[src/rtl/router_pkg.sv]
// router_pkg: shared constants and types for the router output synchroniser.
//   NUM_PORTS_DEF / TIMEOUT_DEF / CNT_W_DEF : default parameter values
//   STAT_W                                  : width of per-port timeout status counters
//   port_idx_t                              : port index type (covers up to 16 ports)
package router_pkg;

  localparam int NUM_PORTS_DEF = 3;
  localparam int TIMEOUT_DEF   = 30;
  localparam int CNT_W_DEF     = 5;
  localparam int STAT_W        = 8;

  typedef logic [3:0] port_idx_t;

endpackage

[src/rtl/router_sync_wdog.sv]
// router_sync_wdog: single-port FIFO watchdog.
// Counts consecutive cycles where the port holds valid data that nobody reads;
// after TIMEOUT+1 such cycles it emits a one-cycle soft_reset pulse and starts over.
// Optional macro ROUTER_SYNC_TO_STATUS_EN adds an 8-bit saturating pulse counter.
// Ports:
//   clock      in   rising-edge clock
//   resetn     in   asynchronous reset, active HIGH
//   vld        in   port holds unread data (FIFO not empty)
//   rd         in   reader strobe for this port
//   soft_reset out  one-cycle FIFO flush pulse
//   to_cnt     out  saturating soft_reset pulse count (only with ROUTER_SYNC_TO_STATUS_EN)
module router_sync_wdog
  import router_pkg::*;
#(
  parameter int TIMEOUT = TIMEOUT_DEF,
  parameter int CNT_W   = CNT_W_DEF
) (
  input  logic              clock,
  input  logic              resetn,
  input  logic              vld,
  input  logic              rd,
  output logic              soft_reset
`ifdef ROUTER_SYNC_TO_STATUS_EN
  ,
  output logic [STAT_W-1:0] to_cnt
`endif
);

  localparam logic [CNT_W-1:0] TMO  = CNT_W'(TIMEOUT);
  localparam logic [CNT_W-1:0] ZERO = CNT_W'(0);

  logic [CNT_W-1:0] cnt;

  // Unattended-valid counter and flush pulse generation.
  always_ff @(posedge clock or posedge resetn) begin
    if (resetn) begin
      cnt        <= ZERO;
      soft_reset <= 1'b0;
    end else if (!vld || rd) begin
      // Any empty or read cycle means the data is being attended to.
      cnt        <= ZERO;
      soft_reset <= 1'b0;
    end else if (cnt == TMO) begin
      // TIMEOUT+1-th consecutive unattended edge: flush and restart counting.
      cnt        <= ZERO;
      soft_reset <= 1'b1;
    end else begin
      cnt        <= cnt + CNT_W'(1);
      soft_reset <= 1'b0;
    end
  end

`ifdef ROUTER_SYNC_TO_STATUS_EN
  localparam logic [STAT_W-1:0] STAT_MAX = {STAT_W{1'b1}};

  // Saturating count of flush pulses; only a reset clears it.
  always_ff @(posedge clock or posedge resetn) begin
    if (resetn) begin
      to_cnt <= STAT_W'(0);
    end else if (soft_reset && (to_cnt != STAT_MAX)) begin
      to_cnt <= to_cnt + STAT_W'(1);
    end else begin
      to_cnt <= to_cnt;
    end
  end
`endif

endmodule

[src/rtl/router_sync_n.sv]
// router_sync_n: synchroniser between the router packet-control FSM and its
// NUM_PORTS output FIFOs. Latches the destination address on header detect,
// steers a one-hot write enable, selects the addressed FIFO's full flag,
// derives valid-out from the FIFO empties and runs a per-port watchdog.
// Optional macro ROUTER_SYNC_TO_STATUS_EN adds the to_cnt status output.
// Ports:
//   clock          in   rising-edge clock
//   resetn         in   asynchronous reset, active HIGH (1 = reset)
//   detect_add     in   header byte present on data_in
//   data_in        in   destination address field
//   write_enb_reg  in   FSM requests a FIFO write
//   full           in   per-FIFO full flags
//   empty          in   per-FIFO empty flags
//   read_enb       in   per-port reader strobes
//   write_enb      out  one-hot FIFO write enable
//   fifo_full      out  full flag of the addressed FIFO
//   addr_err       out  latched address is out of range
//   vld_out        out  per-port valid (~empty)
//   soft_reset     out  per-port one-cycle FIFO flush pulse
//   to_cnt         out  per-port 8-bit timeout counts (only with ROUTER_SYNC_TO_STATUS_EN)
module router_sync_n
  import router_pkg::*;
#(
  parameter int NUM_PORTS = NUM_PORTS_DEF,
  parameter int ADDR_W    = $clog2(NUM_PORTS),
  parameter int TIMEOUT   = TIMEOUT_DEF,
  parameter int CNT_W     = CNT_W_DEF
) (
  input  logic                        clock,
  input  logic                        resetn,
  input  logic                        detect_add,
  input  logic [ADDR_W-1:0]           data_in,
  input  logic                        write_enb_reg,
  input  logic [NUM_PORTS-1:0]        full,
  input  logic [NUM_PORTS-1:0]        empty,
  input  logic [NUM_PORTS-1:0]        read_enb,
  output logic [NUM_PORTS-1:0]        write_enb,
  output logic                        fifo_full,
  output logic                        addr_err,
  output logic [NUM_PORTS-1:0]        vld_out,
  output logic [NUM_PORTS-1:0]        soft_reset
`ifdef ROUTER_SYNC_TO_STATUS_EN
  ,
  output logic [NUM_PORTS*STAT_W-1:0] to_cnt
`endif
);

  // Port count at one bit wider than the address so 2^ADDR_W ports compare correctly.
  localparam logic [ADDR_W:0] NP = (ADDR_W + 1)'(NUM_PORTS);

  logic [ADDR_W-1:0]    addr_q;
  logic                 addr_vld;
  logic                 addr_ok;
  logic [NUM_PORTS-1:0] sel;

  // Destination address latch, loaded on header detect.
  always_ff @(posedge clock or posedge resetn) begin
    if (resetn) begin
      addr_q   <= ADDR_W'(0);
      addr_vld <= 1'b0;
    end else if (detect_add) begin
      addr_q   <= data_in;
      addr_vld <= 1'b1;
    end else begin
      addr_q   <= addr_q;
      addr_vld <= addr_vld;
    end
  end

  // Address range check and one-hot port select from the latched address.
  always_comb begin
    addr_err = 1'b0;
    addr_ok  = 1'b0;
    sel      = {NUM_PORTS{1'b0}};
    if (addr_vld) begin
      addr_err = ({1'b0, addr_q} >= NP);
    end else begin
      addr_err = 1'b0;
    end
    addr_ok = addr_vld && !addr_err;
    for (int i = 0; i < NUM_PORTS; i++) begin
      if (addr_ok && (port_idx_t'(addr_q) == port_idx_t'(i))) begin
        sel[i] = 1'b1;
      end else begin
        sel[i] = 1'b0;
      end
    end
  end

  // Write steering and full-flag selection; a port being flushed never gets a write.
  always_comb begin
    write_enb = {NUM_PORTS{1'b0}};
    fifo_full = 1'b0;
    if (write_enb_reg) begin
      write_enb = sel & ~soft_reset;
    end else begin
      write_enb = {NUM_PORTS{1'b0}};
    end
    fifo_full = |(full & sel);
  end

  assign vld_out = ~empty;

  for (genvar g = 0; g < NUM_PORTS; g++) begin : g_wdog
    router_sync_wdog #(
      .TIMEOUT (TIMEOUT),
      .CNT_W   (CNT_W)
    ) u_wdog (
      .clock      (clock),
      .resetn     (resetn),
      .vld        (vld_out[g]),
      .rd         (read_enb[g]),
      .soft_reset (soft_reset[g])
`ifdef ROUTER_SYNC_TO_STATUS_EN
      ,
      .to_cnt     (to_cnt[g*STAT_W +: STAT_W])
`endif
    );
  end

endmodule
[config.mk]
export PLATFORM = sky130hd
export DESIGN_NAME = router_sync_n
export DESIGN_NICKNAME = d
export VERILOG_FILES = /design/src/rtl/router_pkg.sv /design/src/rtl/router_sync_wdog.sv /design/src/rtl/router_sync_n.sv
export SDC_FILE = /design/constraint.sdc
export NUM_CORES = 1
export LEC_CHECK = 0
export ABC_AREA = 1
export CORE_MARGIN = 2
export CORE_UTILIZATION = 40
export DETAILED_ROUTE_END_ITERATION = 16
export GPL_TIMING_DRIVEN = 0
export PLACE_DENSITY = 0.66
export RECOVER_POWER = 25
export SETUP_SLACK_MARGIN = 0.2
export SLEW_MARGIN = 20
export SYNTH_ARGS = -nofsm -noshare
export SYNTH_HDL_FRONTEND = slang
export SYNTH_SLANG_ARGS = --single-unit
[constraint.sdc]
create_clock -name clock -period 2.6 [get_ports clock]
set_clock_uncertainty 0.2 [all_clocks]
set_input_delay 0.52 -clock clock [delete_from_list [all_inputs] [get_ports clock]]
set_output_delay 0.52 -clock clock [all_outputs]
set_load 0.005 [all_outputs]
After elaboration in Yosys (flattened, before gate mapping):

Index checks and enable logic that the tools add are counted.

* logic and storage cells: 51
* output and inout bits: 11
* register bits: 21

* bitwise logic cells: 4
* reduce and logical (&&, ||, !) cells: 13
* magnitude comparators: 1
* eq/ne operators: 5
* add/subtract/negate cells: 3
* muxes and demuxes: 17

Operators by type and width (count)
* $mux 5: 6
* $add 5x1->5 const B: 3
* $eq 5x5->1 const B: 3
* $mux 1: 10
* $and 3x3->3: 2
* $not 3->3: 2
* $logic_and 1x1->1: 4
* $logic_not 1->1: 4
* $logic_or 1x1->1: 3
* $mux 3: 1
* $reduce_or 3->1: 1
* $eq 2x1->1 const B: 1
* $eq 2x2->1 const B: 1
* $ge 2x2->1 const B: 1
* $logic_not 2->1: 1

Longest topological paths before layout:

* depth in word-level cells: 8
* mapped depth: 5
* gate-level depth less buffers: 5

Cells and area by module:

From an unflattened synthesis, not the netlist that was laid out.

* cell total of the unflattened synthesis: 130
* area total of the unflattened synthesis: 1192.4 um2

Modules (own cells, without submodules)
* router_sync_wdog: seq. area each 150.1 um2, cells each 34, times used 3, area an instance 327.8 um2
* router_sync_n: seq. area each 75.1 um2, cells each 28, times used 1, area an instance 209.0 um2

Least setup slack after synthesis:

OpenSTA, ideal clock, no wires.

* path type: input to output
* from: in write_enb_reg
* to: out write_enb[0]
* data arrival time: 0.769 ns
* slack: 1.111 ns
* stages on the path: 2
* buffers on the path: 0
* cell sequence: inv_1 nor3_1

* cells in the longest elaborated chain, start to end: 1

RTL lines
* start, declared: line router_sync_n.sv:33 `input logic write_enb_reg,`
* $mux 3: line router_sync_n.sv:94 `if (write_enb_reg) begin`
* end, declared: line router_sync_n.sv:37 `output logic [NUM_PORTS-1:0] write_enb,`

Every way passes these cells.

Worst setup path in the final report:

* from: in empty[0]
* to: out vld_out[0]

* cells in the longest elaborated chain, start to end: 1

RTL lines
* start, declared: line router_sync_n.sv:35 `input logic [NUM_PORTS-1:0] empty,`
* $not 3->3: line router_sync_n.sv:102 `assign vld_out = ~empty;`
* end, declared: line router_sync_n.sv:40 `output logic [NUM_PORTS-1:0] vld_out,`

Every way passes these cells.

==> impl_metrics.yaml <==
run_status:
  outcome: "finished, final reports clean"
routing:
  drc: 0
  drt_iter0_markers: 25
  vias: 879
  routed_via_density: 4.78
  firstDrtPassIters: 4
  ant_nets: 0
  wire_per_inst_um: 10.3
  finalWirelength_mm: 1.90
worst_setup_path:
  cp.arrival_ns: 1.70
  path_delay_family: "buffers and inverters"
  path_depth: 4
  rr_worst_depth: 5
  worstPathMaxFanout: 2
  worst-setup-path-type: "in -> out"
  cp_cell_sequence: "dlygate4sd3_1 -> inv_1 -> buf_4 -> clkdlybuf4s50_1"
  crit_start: "empty[0]"
  worst_r2r_endpoint: "g_wdog[0].u_wdog.cnt[3]"
  cp_num_buf_inv: 4
  reg2reg_from: "g_wdog[0].u_wdog.cnt[0]"
  slowest_stage: "dlygate4sd3_1"
  start_kind: "input pin"
  cpPeakStageDelay_ns: 0.55
  endpoint: "vld_out[0]"
  critPathRequiredTime_ns: 1.88
  end_kind: "output port"
  r2r_slack_ns: 0.98
clocking:
  clkSlewWorstSetupHoldPaths_ns: 0.11
  cts_tree: "built"
  cts_sinks: 21
  ctsHoldBuffers: 0
  clock_tree.buffer_depth: 2
  clock_latency_ns: 0.29
  cts_made_buffers: 3
  clock-root-buffer: "clkbuf_4"
  htree_levels: 1
synthesis:
  synthTopCellsByArea: "dfrtp_1 48%, ha_1 6.8%, nor2_1 6.5%"
  ys_ff_latch: 21
  netlist_area_um2: 1100
  synth_top_cell_area_share: 0.476
  synth_top_area_cell: "dfrtp_1"
  synthCells: 124
  synth_fp_nets: 145
  ys_seq_area_frac: 0.476
  avgSynthCellArea_um2: 8.90
  ys_warn_count: 0
  yosysUniqueCellTypes: 16
floorplan:
  core_area_um2: 2690
  die_x_um: 56.5
  die_area_um2: 3200
  start_util: 0.411
  die_h_um: 56.5
  ios: 26
  fp-row-count: 19
global_route:
  grt_antenna_before_repair: 0
  use_met2: 0.238
  overflow: 0
  grt_max_degree: 22
  grt_pass1_vias: 849
  grt_util_met1: 0.154
  grt_use_met3: 0.0300
  grt_first_pass_wirelength_mm: 3.39
  grt_usage: 0.133
  gr-max-usage-layer: "met2"
hold_path:
  hold_path.class: "reg -> reg"
  min_path_cells: 1
pwr:
  p_sw_w: 0.000130
  p_comb_frac: 0.132
  power.total_w: 0.000566
  pwr-share-seq: 0.603
  p_clk_frac: 0.265
  swShare: 0.230
  p_leak_nw: 0.666
  powerDensity_nw_per_um2: 409
  intPower_w: 0.000436
  vdd_ir_drop_max_uv: 257
timing:
  max_freq_ghz: 0.414
  setup_viol: 0
  finalMaxSlewViolations: 0
  fin_crit_sh: 0.930
  rsz0062_at_grt: "false"
  worst_pin_slew_ns: 0.762
  fin_ws_ns: 0.182
  fin_setup_tns_ns: 0
  relSlewSlack: 0.492
  hold_viol: 0
  finalCriticalPeriod_ns: 2.42
cells_and_area:
  layout.nets: 175
  layout_commonest_cell: "dfrtp_1"
  syn_to_final_growth_pct: 25.4
  final_util: 0.515
  final_cell_mix: "21 x dfrtp_1, 19 x nor2_1, 18 x nand2_1, 18 x clkdlybuf4s50_1, 16 x inv_1"
  final_cell_count_no_fill: 184
  fillerInstances: 265
  antenna_cells: 0
  layout-drive-gt1-share: 0.0915
placement:
  port-buffer-count: 25
  place_hpwl_mm: 1.50
  dp_cells: 180
  place.gp.congestion: 0.793
  pre_cts_ws_ns: 0.131
flow_run:
  drv_cap: 0
synth_stat cells:
master,instances
nand4_1,9
xnor2_1,3
nor3b_1,3
nand2_1,18
nand3_1,10
dfrtp_1,21
inv_1,16
o21ai_0,2
clkbuf_2,1
ha_1,6
o21ai_4,3
or2_2,1
nor2_1,19
nor3_1,3
buf_4,6
nand2_2,3
sequential cells by signal, indices dropped and copies added (netlist names):
register and flops:
g_wdog.u_wdog.cnt 15, g_wdog.u_wdog.soft_reset 3, addr_q 2, addr_vld 1
power by group through the flow:
stage                     registers (W)  logic [W]  clock network (W)
after floorplan                0.000346  0.0000371                  0
after global placement         0.000347  0.0000816                  0
after detailed placement       0.000348  0.0000830                  0
after CTS                      0.000341  0.0000812           0.000159
after global routing           0.000343  0.0000846           0.000169
final                          0.000341  0.0000746           0.000150
cells by family after synthesis:
group                      count (synthesis)  synth area share
adders and majority gates                  6            0.0680
buffers and inverters                     23            0.0998
DFF                                       21             0.476
xor gates and xnor gates                   3            0.0238
AOI/OAI and AO/OA                          5            0.0533
and+or+nand+nor                           66             0.279
metal layers:
layer | wire [µm] | part of all wire
met4 | 14 | 0.0074
met1 | 838 | 0.44
met2 | 960 | 0.50
met3 | 89 | 0.047
met5 | 0 | 0
how the worst min path moves through the flow:
stage	from	endpoint
after floorplan	g_wdog[2].u_wdog.cnt[0]	g_wdog[2].u_wdog.cnt[0]
after global routing	g_wdog[1].u_wdog.cnt[0]	g_wdog[1].u_wdog.cnt[0]
after CTS	g_wdog[2].u_wdog.cnt[0]	g_wdog[2].u_wdog.cnt[0]
after global placement	g_wdog[1].u_wdog.cnt[0]	g_wdog[1].u_wdog.cnt[0]
after detailed placement	g_wdog[2].u_wdog.cnt[0]	g_wdog[2].u_wdog.cnt[0]
final	g_wdog[2].u_wdog.cnt[0]	g_wdog[2].u_wdog.cnt[0]
final cells by class:
cell class / instances / area [µm²] / area share
sequential: 21 / 526 / 0.380
multi-input combinational: 80 / 434 / 0.314
timing repair buffer: 25 / 249 / 0.180
inverter: 16 / 60.1 / 0.0434
buffer: 7 / 50.0 / 0.0362
tap: 31 / 38.8 / 0.0280
clock buffer: 4 / 26.3 / 0.0190
worst register-to-register path: stages, from the launching register on:
cell     delay, ns
dfrtp_1       0.44
inv_1         0.07
ha_1          0.14
nand2_1       0.06
o21ai_0       0.48
nor2_1        0.11
through the flow:
step           hold WS, ns  cell area, µm²
2_1_floorplan        0.268            1100
3_3_place_gp         0.291            1390
3_5_place_dp         0.301            1390
4_1_cts              0.321            1420
5_1_grt              0.351            1380
6_report             0.317            1380
repair_timing:
item	CTS	global route
gates resized for setup	3	1
buffers inserted	0	0
endpoints found under the setup margin	3	1
Power figures use the tool's default switching activity.
